--- src/rtl/seq_sub_pkg.sv ---
// Shared types and constants for the chunked sequential subtractor.
// Used by seq_sub_16b and sub_chunk_4b.
package seq_sub_pkg;

  typedef enum logic [1:0] {
    IDLE,
    STEP,
    DONE
  } state_e;

  localparam int CHUNK     = 4;
  localparam int N_DEFAULT = 16;
  localparam int STEPS     = N_DEFAULT / CHUNK;
  localparam int CNT_W     = $clog2(STEPS);

endpackage

--- src/rtl/sub_chunk_4b.sv ---
// Combinational CHUNK-bit adder slice; invert_b with c_in=1 turns it into a subtractor.
// Shared across all steps of seq_sub_16b.
module sub_chunk_4b
  import seq_sub_pkg::*;
#(
  parameter int W = seq_sub_pkg::CHUNK
) (
  input  logic [W-1:0] a,
  input  logic [W-1:0] b,
  input  logic         invert_b,
  input  logic         c_in,
  output logic [W-1:0] s,
  output logic         c_out
);

  logic [W-1:0] bSel;
  logic [W:0]   total;

  always_comb begin
    bSel  = invert_b ? ~b : b;
    total = {1'b0, a} + {1'b0, bSel} + {{W{1'b0}}, c_in};
    s     = total[W-1:0];
    c_out = total[W];
  end

endmodule

--- src/rtl/seq_sub_16b.sv ---
// Multi-cycle N-bit subtractor, one CHUNK per clock through a registered carry.
// Optional macro SEQ_SUB_ADD_SEL_EN adds an op_add input selecting A + B instead of A - B.
module seq_sub_16b
  import seq_sub_pkg::*;
#(
  parameter int N     = seq_sub_pkg::N_DEFAULT,
  parameter int CHUNK = seq_sub_pkg::CHUNK
) (
  input  logic         clk,
  input  logic         rst_n,
  input  logic         start,
  input  logic [N-1:0] A,
  input  logic [N-1:0] B,
`ifdef SEQ_SUB_ADD_SEL_EN
  input  logic         op_add,
`endif
  output logic         busy,
  output logic         done,
  output logic [N-1:0] D,
  output logic         borrow_out,
  output logic         ovf,
  output logic         zero
);

  localparam int NSTEPS = N / CHUNK;
  localparam int CW     = (NSTEPS > 1) ? $clog2(NSTEPS) : 1;
  localparam logic [CW-1:0] LAST = CW'(NSTEPS - 1);

  state_e          state_q;
  logic [CW-1:0]   cnt_q;
  logic [N-1:0]    a_q;
  logic [N-1:0]    b_q;
  logic [N-1:0]    d_q;
  logic [N-1:0]    d_d;
  logic            carry_q;
  logic            borrow_q;
  logic            ovf_q;
  logic            zero_q;
  logic            busy_q;
  logic            done_q;
  logic [CHUNK-1:0] aChunk;
  logic [CHUNK-1:0] bChunk;
  logic [CHUNK-1:0] sum;
  logic            cOut;
  logic            invB;
  logic            borrow_d;
  logic            ovf_d;
  logic            isAdd;
  logic            initCarry;
  int unsigned     base;
`ifdef SEQ_SUB_ADD_SEL_EN
  logic            op_add_q;
`endif

`ifdef SEQ_SUB_ADD_SEL_EN
  assign isAdd     = op_add_q;
  assign initCarry = ~op_add;
`else
  assign isAdd     = 1'b0;
  assign initCarry = 1'b1;
`endif

  // The chunk result is merged into the full word here so the final-step flags see the whole difference.
  always_comb begin
    base     = int'(cnt_q) * CHUNK;
    aChunk   = a_q[base +: CHUNK];
    bChunk   = b_q[base +: CHUNK];
    invB     = ~isAdd;
    d_d      = d_q;
    d_d[base +: CHUNK] = sum;
    borrow_d = isAdd ? cOut : ~cOut;
    if (isAdd)
      ovf_d = (a_q[N-1] == b_q[N-1]) & (d_d[N-1] != a_q[N-1]);
    else
      ovf_d = (a_q[N-1] != b_q[N-1]) & (d_d[N-1] != a_q[N-1]);
  end

  sub_chunk_4b #(.W(CHUNK)) u_chunk (
    .a       (aChunk),
    .b       (bChunk),
    .invert_b(invB),
    .c_in    (carry_q),
    .s       (sum),
    .c_out   (cOut)
  );

  always_ff @(posedge clk or negedge rst_n) begin
    if (!rst_n) begin
      state_q  <= IDLE;
      cnt_q    <= '0;
      a_q      <= '0;
      b_q      <= '0;
      d_q      <= '0;
      carry_q  <= 1'b0;
      borrow_q <= 1'b0;
      ovf_q    <= 1'b0;
      zero_q   <= 1'b0;
      busy_q   <= 1'b0;
      done_q   <= 1'b0;
`ifdef SEQ_SUB_ADD_SEL_EN
      op_add_q <= 1'b0;
`endif
    end else begin
      case (state_q)
        IDLE, DONE: begin
          done_q <= 1'b0;
          if (start) begin
            a_q      <= A;
            b_q      <= B;
            carry_q  <= initCarry;
            cnt_q    <= '0;
            d_q      <= '0;
            borrow_q <= 1'b0;
            ovf_q    <= 1'b0;
            zero_q   <= 1'b0;
            busy_q   <= 1'b1;
            state_q  <= STEP;
`ifdef SEQ_SUB_ADD_SEL_EN
            op_add_q <= op_add;
`endif
          end else begin
            state_q <= IDLE;
          end
        end
        STEP: begin
          d_q     <= d_d;
          carry_q <= cOut;
          cnt_q   <= cnt_q + 1'b1;
          if (cnt_q == LAST) begin
            borrow_q <= borrow_d;
            ovf_q    <= ovf_d;
            zero_q   <= (d_d == '0);
            busy_q   <= 1'b0;
            done_q   <= 1'b1;
            state_q  <= DONE;
          end
        end
        default: state_q <= IDLE;
      endcase
    end
  end

  assign busy       = busy_q;
  assign done       = done_q;
  assign D          = d_q;
  assign borrow_out = borrow_q;
  assign ovf        = ovf_q;
  assign zero       = zero_q;

endmodule

--- config.mk ---
export PLATFORM = sky130hd
export DESIGN_NAME = seq_sub_16b
export DESIGN_NICKNAME = d
export VERILOG_FILES = /design/src/rtl/seq_sub_pkg.sv /design/src/rtl/sub_chunk_4b.sv /design/src/rtl/seq_sub_16b.sv
export SDC_FILE = /design/constraint.sdc
export NUM_CORES = 1
export LEC_CHECK = 0
export CAP_MARGIN = 10
export CORE_ASPECT_RATIO = 0.8
export CORE_MARGIN = 3
export CORE_UTILIZATION = 32
export DETAILED_ROUTE_END_ITERATION = 8
export PLACE_DENSITY = 0.66
export RECOVER_POWER = 50
export SLEW_MARGIN = 15
export SYNTH_ARGS = -nofsm -noshare
export SYNTH_HDL_FRONTEND = slang
export SYNTH_SLANG_ARGS = --single-unit
--- constraint.sdc ---
create_clock -name clk -period 3.5 [get_ports clk]
set_clock_uncertainty 0.1 [all_clocks]
set_input_delay 0.7 -clock clk [delete_from_list [all_inputs] [get_ports clk]]
set_output_delay 0.7 -clock clk [all_outputs]
set_load 0.02 [all_outputs]
==> impl_metrics.toml, run 1 <==
[timing]
finalSetupViolCount = 0
setup_tns_ps = 0
final_max_slew_viol_count = 44
worstMarginPinSlew_ps = 2240
finalHoldViolations = 0
max_freq_ghz = 0.324
layout_worst_path_cycle_share = 0.881
relSlewSlack = -0.492
period_minus_slack_ps = 3080
rsz0062_at_grt = "false"

[logic_synthesis]
synth_largest_area_cell = "dfrtp_1"
synth_fp_nets = 321
syn_area_per_cell_um2 = 10.1
synthTopCellsByArea = "dfrtp_1 (52%), nand2_1 (14%), mux4_2 (6.5%)"
ys_types = 40
ys_ff_latch = 58
synth.cell_area_um2 = 2790
synth-edff-count = 0
ys_seq_area_frac = 0.521
yosysWarnings = 0
synthFlopType = "dfrtp_1"
synthArstFlopShare = 1.00
yosysTopAreaCellShare = 0.521
syn_inst = 275

[routing]
wirelength_mm = 6.34
route.detailed.wl_per_inst_um = 14.2
dr.first_iter.drc_count = 94
routed_via_density = 4.81
vias = 2150
drc = 0
drtAntennaViolNets = 0
first_pass_iters = 5

[status]
violations = "capacitance limit, slew limit"
outcome = "finished with violations"

[setup_path]
path_buf_inv = 1
endpoint_kind = "register"
crit_chain = "mux4_2 > fa_1 > inv_1 > fa_1 > nand3b_1 > o21a_1 > a2111oi_2 > a32o_1"
crit_top_cell = "fa_1"
cp_data_required_time_ps = 3670
crit_family = "adder cells"
crit_path_start_kind = "register"
crit_type = "register to register"
r2r_slack_ps = 420
crit_arrival_ps = 3250
worstPathMaxFanout = 13
cp_slowest_cell = "dfrtp_1"
critical_path.max_stage_delay_ps = 670

[clocking]
cts_tree = "built"
htreeDepth = 3
cts.hold.buffers_added = 0
cts_sinks = 58
clockBufferDepth = 2
clkTransAtPathRegs_ps = 60
cts_root_buffer = "clkbuf_8"
cts_made_buffers = 9
ctsResizeCount = 0
post_cts_buffers = 0
clock_latency_ps = 330

[grt]
grtUsageTotal = 0.145
grt_pass1_wl_mm = 10.8
antenna_found_initial = 0
grt_pass1_vias = 2180
grt_start_max_net_pins = 44
grt_overflow = 0

[pwr]
internal_power_mw = 2.21
finalPower_mw = 3.81
netSwitchingFraction = 0.421
ir_drop_mv = 0.376
p_switching_mw = 1.60
power_leakage_nw = 1.70
p_per_area_nw_per_um2 = 1050
power_frac_comb = 0.540
pwr-share-seq = 0.309
clkPwrFrac = 0.151

[hold_path]
hp-class = "register to register"

[floorplanning]
die_h_um = 89.4
num_rows = 29
start_util = 0.340
die_area_um2 = 9870
core_area_um2 = 8200
die_w_um = 110
ios = 56

[layout]
finalNetCount = 380
layout_commonest_cell = "nand2_1"
layout_common_cells = "nand2_1 (105), dfrtp_1 (58), clkdlybuf4s50_1 (53)"
drive_gt1_frac = 0.0796
syn_to_final_growth_pct = 29.7
antenna_cells = 0

[place]
port_buffers = 55
place.gp.congestion = 0.849
dpl.hpwl_mm = 4.80

[run]
drv_cap = 1
final timing paths:
kind / startpoint / to / cells after the start
max in group asynchronous: rst_n / D[8] / 2
worst max register to register: cnt_q[1] / zero / 8
min in group asynchronous: rst_n / carry_q / 1
worst min-delay path: busy / busy / 2
worst max-delay path: cnt_q[1] / zero / 8
worst min register to register: busy / busy / 2
stage by stage:
step / instances / hold slack [ps] / cell area (um2) / util / setup WS [ps]
after global routing: 447 / 396 / 3610 / 0.441 / 232
after CTS: 447 / 382 / 3630 / 0.443 / 394
after global placement: 431 / 358 / 3460 / 0.421 / 484
after floorplan: 275 / 304 / 2790 / - / 356
final: 447 / 376 / 3610 / 0.441 / 417
after detailed placement: 431 / 367 / 3460 / 0.421 / 412
cell type report:
| type | instances | area (um2) |
|---|---|---|
| clock inverters | 3 | 40.0 |
| well taps | 108 | 135 |
| flip-flops and latches | 58 | 1450 |
| clock buffers | 13 | 139 |
| multi-input cells | 194 | 1230 |
| repair buffers | 60 | 572 |
| fillers | 827 | 4590 |
| inverters | 11 | 41.3 |
cell usage after synthesis, types with 2 or more instances:
cell type	instances
o21ai_0	2
a22o_1	12
nor3_1	3
nor2_1	6
buf_1	4
xnor2_1	2
ha_1	9
mux4_2	8
fa_1	2
o22ai_1	2
nand2b_1	5
inv_1	11
o21ai_1	2
dfrtp_1	58
mux2i_1	2
a21o_1	2
and4bb_2	2
nor2b_1	3
o21a_1	2
a21oi_1	6
a32o_1	5
nand2_1	104
clkbuf_1	6
per-layer routing:
layer  routed length [um]  up-vias  GRT usage
li1                     -     1047          -
met1                 3190     1033      0.204
met2                 2740       63      0.213
met3                  361        7     0.0570
met4                   53        0     0.0268
met5                    0        -          0
worst register-to-register path: stages (launching register included):
cell and delay [ps]:
dfrtp_1 670, mux4_2 410, fa_1 410, inv_1 90, fa_1 510, nand3b_1 210, o21a_1 120, a2111oi_2 330
a32o_1 160
registers in the layout, indices dropped and copies added, names as in the netlist:
register,count
zero,1
b_q,16
busy,1
cnt_q,2
state_q,2
borrow_out,1
carry_q,1
done,1
ovf,1
a_q,16
D,16
power by group through the flow:
stage | sequential [mW] | clock [mW] | combinational (mW)
2_1_floorplan | 1.23 | 0 | 1.36
3_3_place_gp | 1.19 | 0 | 2.05
3_5_place_dp | 1.20 | 0 | 2.07
4_1_cts | 1.19 | 0.589 | 2.08
5_1_grt | 1.23 | 0.628 | 2.29
6_report | 1.18 | 0.576 | 2.06
kinds of logic after synthesis:
logic type               synth area share
buffers and inverters              0.0328
XOR/XNOR                          0.00629
adder cells (fa/ha/maj)            0.0548
multiplexers                       0.0719
flip-flops                          0.521
AO/OA/AOI/OAI                       0.108
AND/OR/NAND/NOR                     0.205
No activity file was read; power rests on OpenSTA's default activity.
==> run 2, diff against run 1 <==
--- a/config.mk
+++ b/config.mk
@@ -11,7 +11,6 @@
 export CORE_UTILIZATION = 32
 export DETAILED_ROUTE_END_ITERATION = 8
 export PLACE_DENSITY = 0.66
-export RECOVER_POWER = 50
 export SLEW_MARGIN = 15
 export SYNTH_ARGS = -nofsm -noshare
 export SYNTH_HDL_FRONTEND = slang
==> impl_metrics.toml, run 2 (synthesis results as in run 1) <==
[floorplanning]
start_util = 0.340
core_area_um2 = 8200
die_h_um = 89.4
ios = 56
die_w_um = 110
num_rows = 29
die_area_um2 = 9870

[setup_path]
crit_type = "register to register"
cp_data_required_time_ps = 3670
crit_arrival_ps = 3250
r2r_cells = 8
path_buf_inv = 1
crit_path_start_kind = "register"
crit_top_cell = "fa_1"
r2r_end = "zero"
crit_chain = "mux4_2 > fa_1 > inv_1 > fa_1 > nand3b_1 > o21a_1 > a2111oi_2 > a32o_1"
cp_slowest_cell = "dfrtp_1"
crit_family = "adder cells"
worstPathMaxFanout = 13
reg2reg_from = "cnt_q[1]"
endpoint_kind = "register"
critical_path.max_stage_delay_ps = 670
r2r_slack_ps = 420

[hold_path]
hp-class = "register to register"
min_delay_worst_endpoint = "busy"
hold_depth = 2
worstHoldStart = "busy"

[clocking]
ctsResizeCount = 0
clockBufferDepth = 2
clkTransAtPathRegs_ps = 60
clock_latency_ps = 330
post_cts_buffers = 0
cts_root_buffer = "clkbuf_8"
cts.hold.buffers_added = 0
htreeDepth = 3
cts_made_buffers = 9
cts_tree = "built"
cts_sinks = 58

[routing]
vias = 2146
first_pass_iters = 4
wl_met2_mm = 2.75
drtAntennaViolNets = 0
wl_met3_um = 362
drc = 0
met1_length_mm = 3.20
wirelength_mm = 6.36
dr.first_iter.drc_count = 91
highest-signal-layer = "met4"
routed_via_density = 4.80
route.detailed.wl_per_inst_um = 14.2

[layout]
finalNetCount = 380
layout_common_cells = "nand2_1 (104), dfrtp_1 (58), clkdlybuf4s50_1 (54)"
layout_commonest_cell = "nand2_1"
final_area_um2 = 3630
antenna_cells = 0
syn_to_final_growth_pct = 30.5
utilization = 0.443
drive_gt1_frac = 0.0944

[timing]
final_max_slew_viol_count = 0
max_freq_ghz = 0.325
worstMarginPinSlew_ps = 941
finalHoldViolations = 0
layout_worst_path_cycle_share = 0.880
relSlewSlack = 0.373
rsz0062_at_grt = "false"
finalSetupViolCount = 0
setup_tns_ps = 0
hold_ws_ps = 374
period_minus_slack_ps = 3080

[grt]
grt_pass1_vias = 2180
grt_pass1_wl_mm = 10.8
grtUsageTotal = 0.145
grt_start_max_net_pins = 44
antenna_found_initial = 0
grt_overflow = 0

[pwr]
ir_drop_mv = 0.376
power_leakage_nw = 1.72
p_per_area_nw_per_um2 = 1050

[status]
outcome = "completed"

[run]
drv_cap = 0

[place]
dpl_cell_area_um2 = 3460
place.gp.congestion = 0.849
port_buffers = 55
dpl.hpwl_mm = 4.80
==> run 2: cell type report <==
| class | instances | area, um2 |
|---|---|---|
| Sequential cell | 58 | 1450 |
| Clock buffer | 13 | 139 |
| Multi-Input combinational cell | 194 | 1240 |
| Inverter | 11 | 41.3 |
| Clock inverter | 3 | 40.0 |
| Fill cell | 821 | 4570 |
| Timing Repair Buffer | 60 | 583 |
| Tap cell | 108 | 135 |
==> run 2: report_power, final <==
group / total (mW) / internal, mW / switching [mW]
Clock: 0.576 / 0.327 / 0.248
Combinational: 2.07 / 0.921 / 1.15
Sequential: 1.18 / 0.968 / 0.212
Total: 3.83 / 2.22 / 1.61
==> run 2: worst max-delay path by stage <==
stage	start	endpoint	slack [ps]	depth (start not counted)
after floorplan	cnt_q[0]	zero	360	10
after global placement	cnt_q[1]	zero	480	8
after detailed placement	cnt_q[1]	zero	410	8
after CTS	cnt_q[1]	zero	390	8
after global routing	cnt_q[1]	zero	230	8
final	cnt_q[1]	zero	420	8
==> run 2: worst register-to-register path, cell delays in order, from the launching register on <==
cell       delay [ps]
dfrtp_1           670
mux4_2            410
fa_1              410
inv_1              90
fa_1              510
nand3b_1          210
o21a_1            120
a2111oi_2         330
a32o_1            160
==> run 2: layer usage <==
metal | GRT usage | vias up
met5 | 0 | -
met4 | 0.0268 | 0
met3 | 0.0570 | 6
met2 | 0.213 | 59
met1 | 0.204 | 1032
li1 | - | 1049
==> run 2: through the flow <==
| step | instances | setup WS [ps] | power (mW) |
|---|---|---|---|
| floorplan | 275 | 356 | 2.59 |
| global placement | 431 | 484 | 3.24 |
| detailed placement | 431 | 412 | 3.27 |
| CTS | 447 | 394 | 3.85 |
| global route | 447 | 232 | 4.16 |
| finish | 447 | 419 | 3.83 |
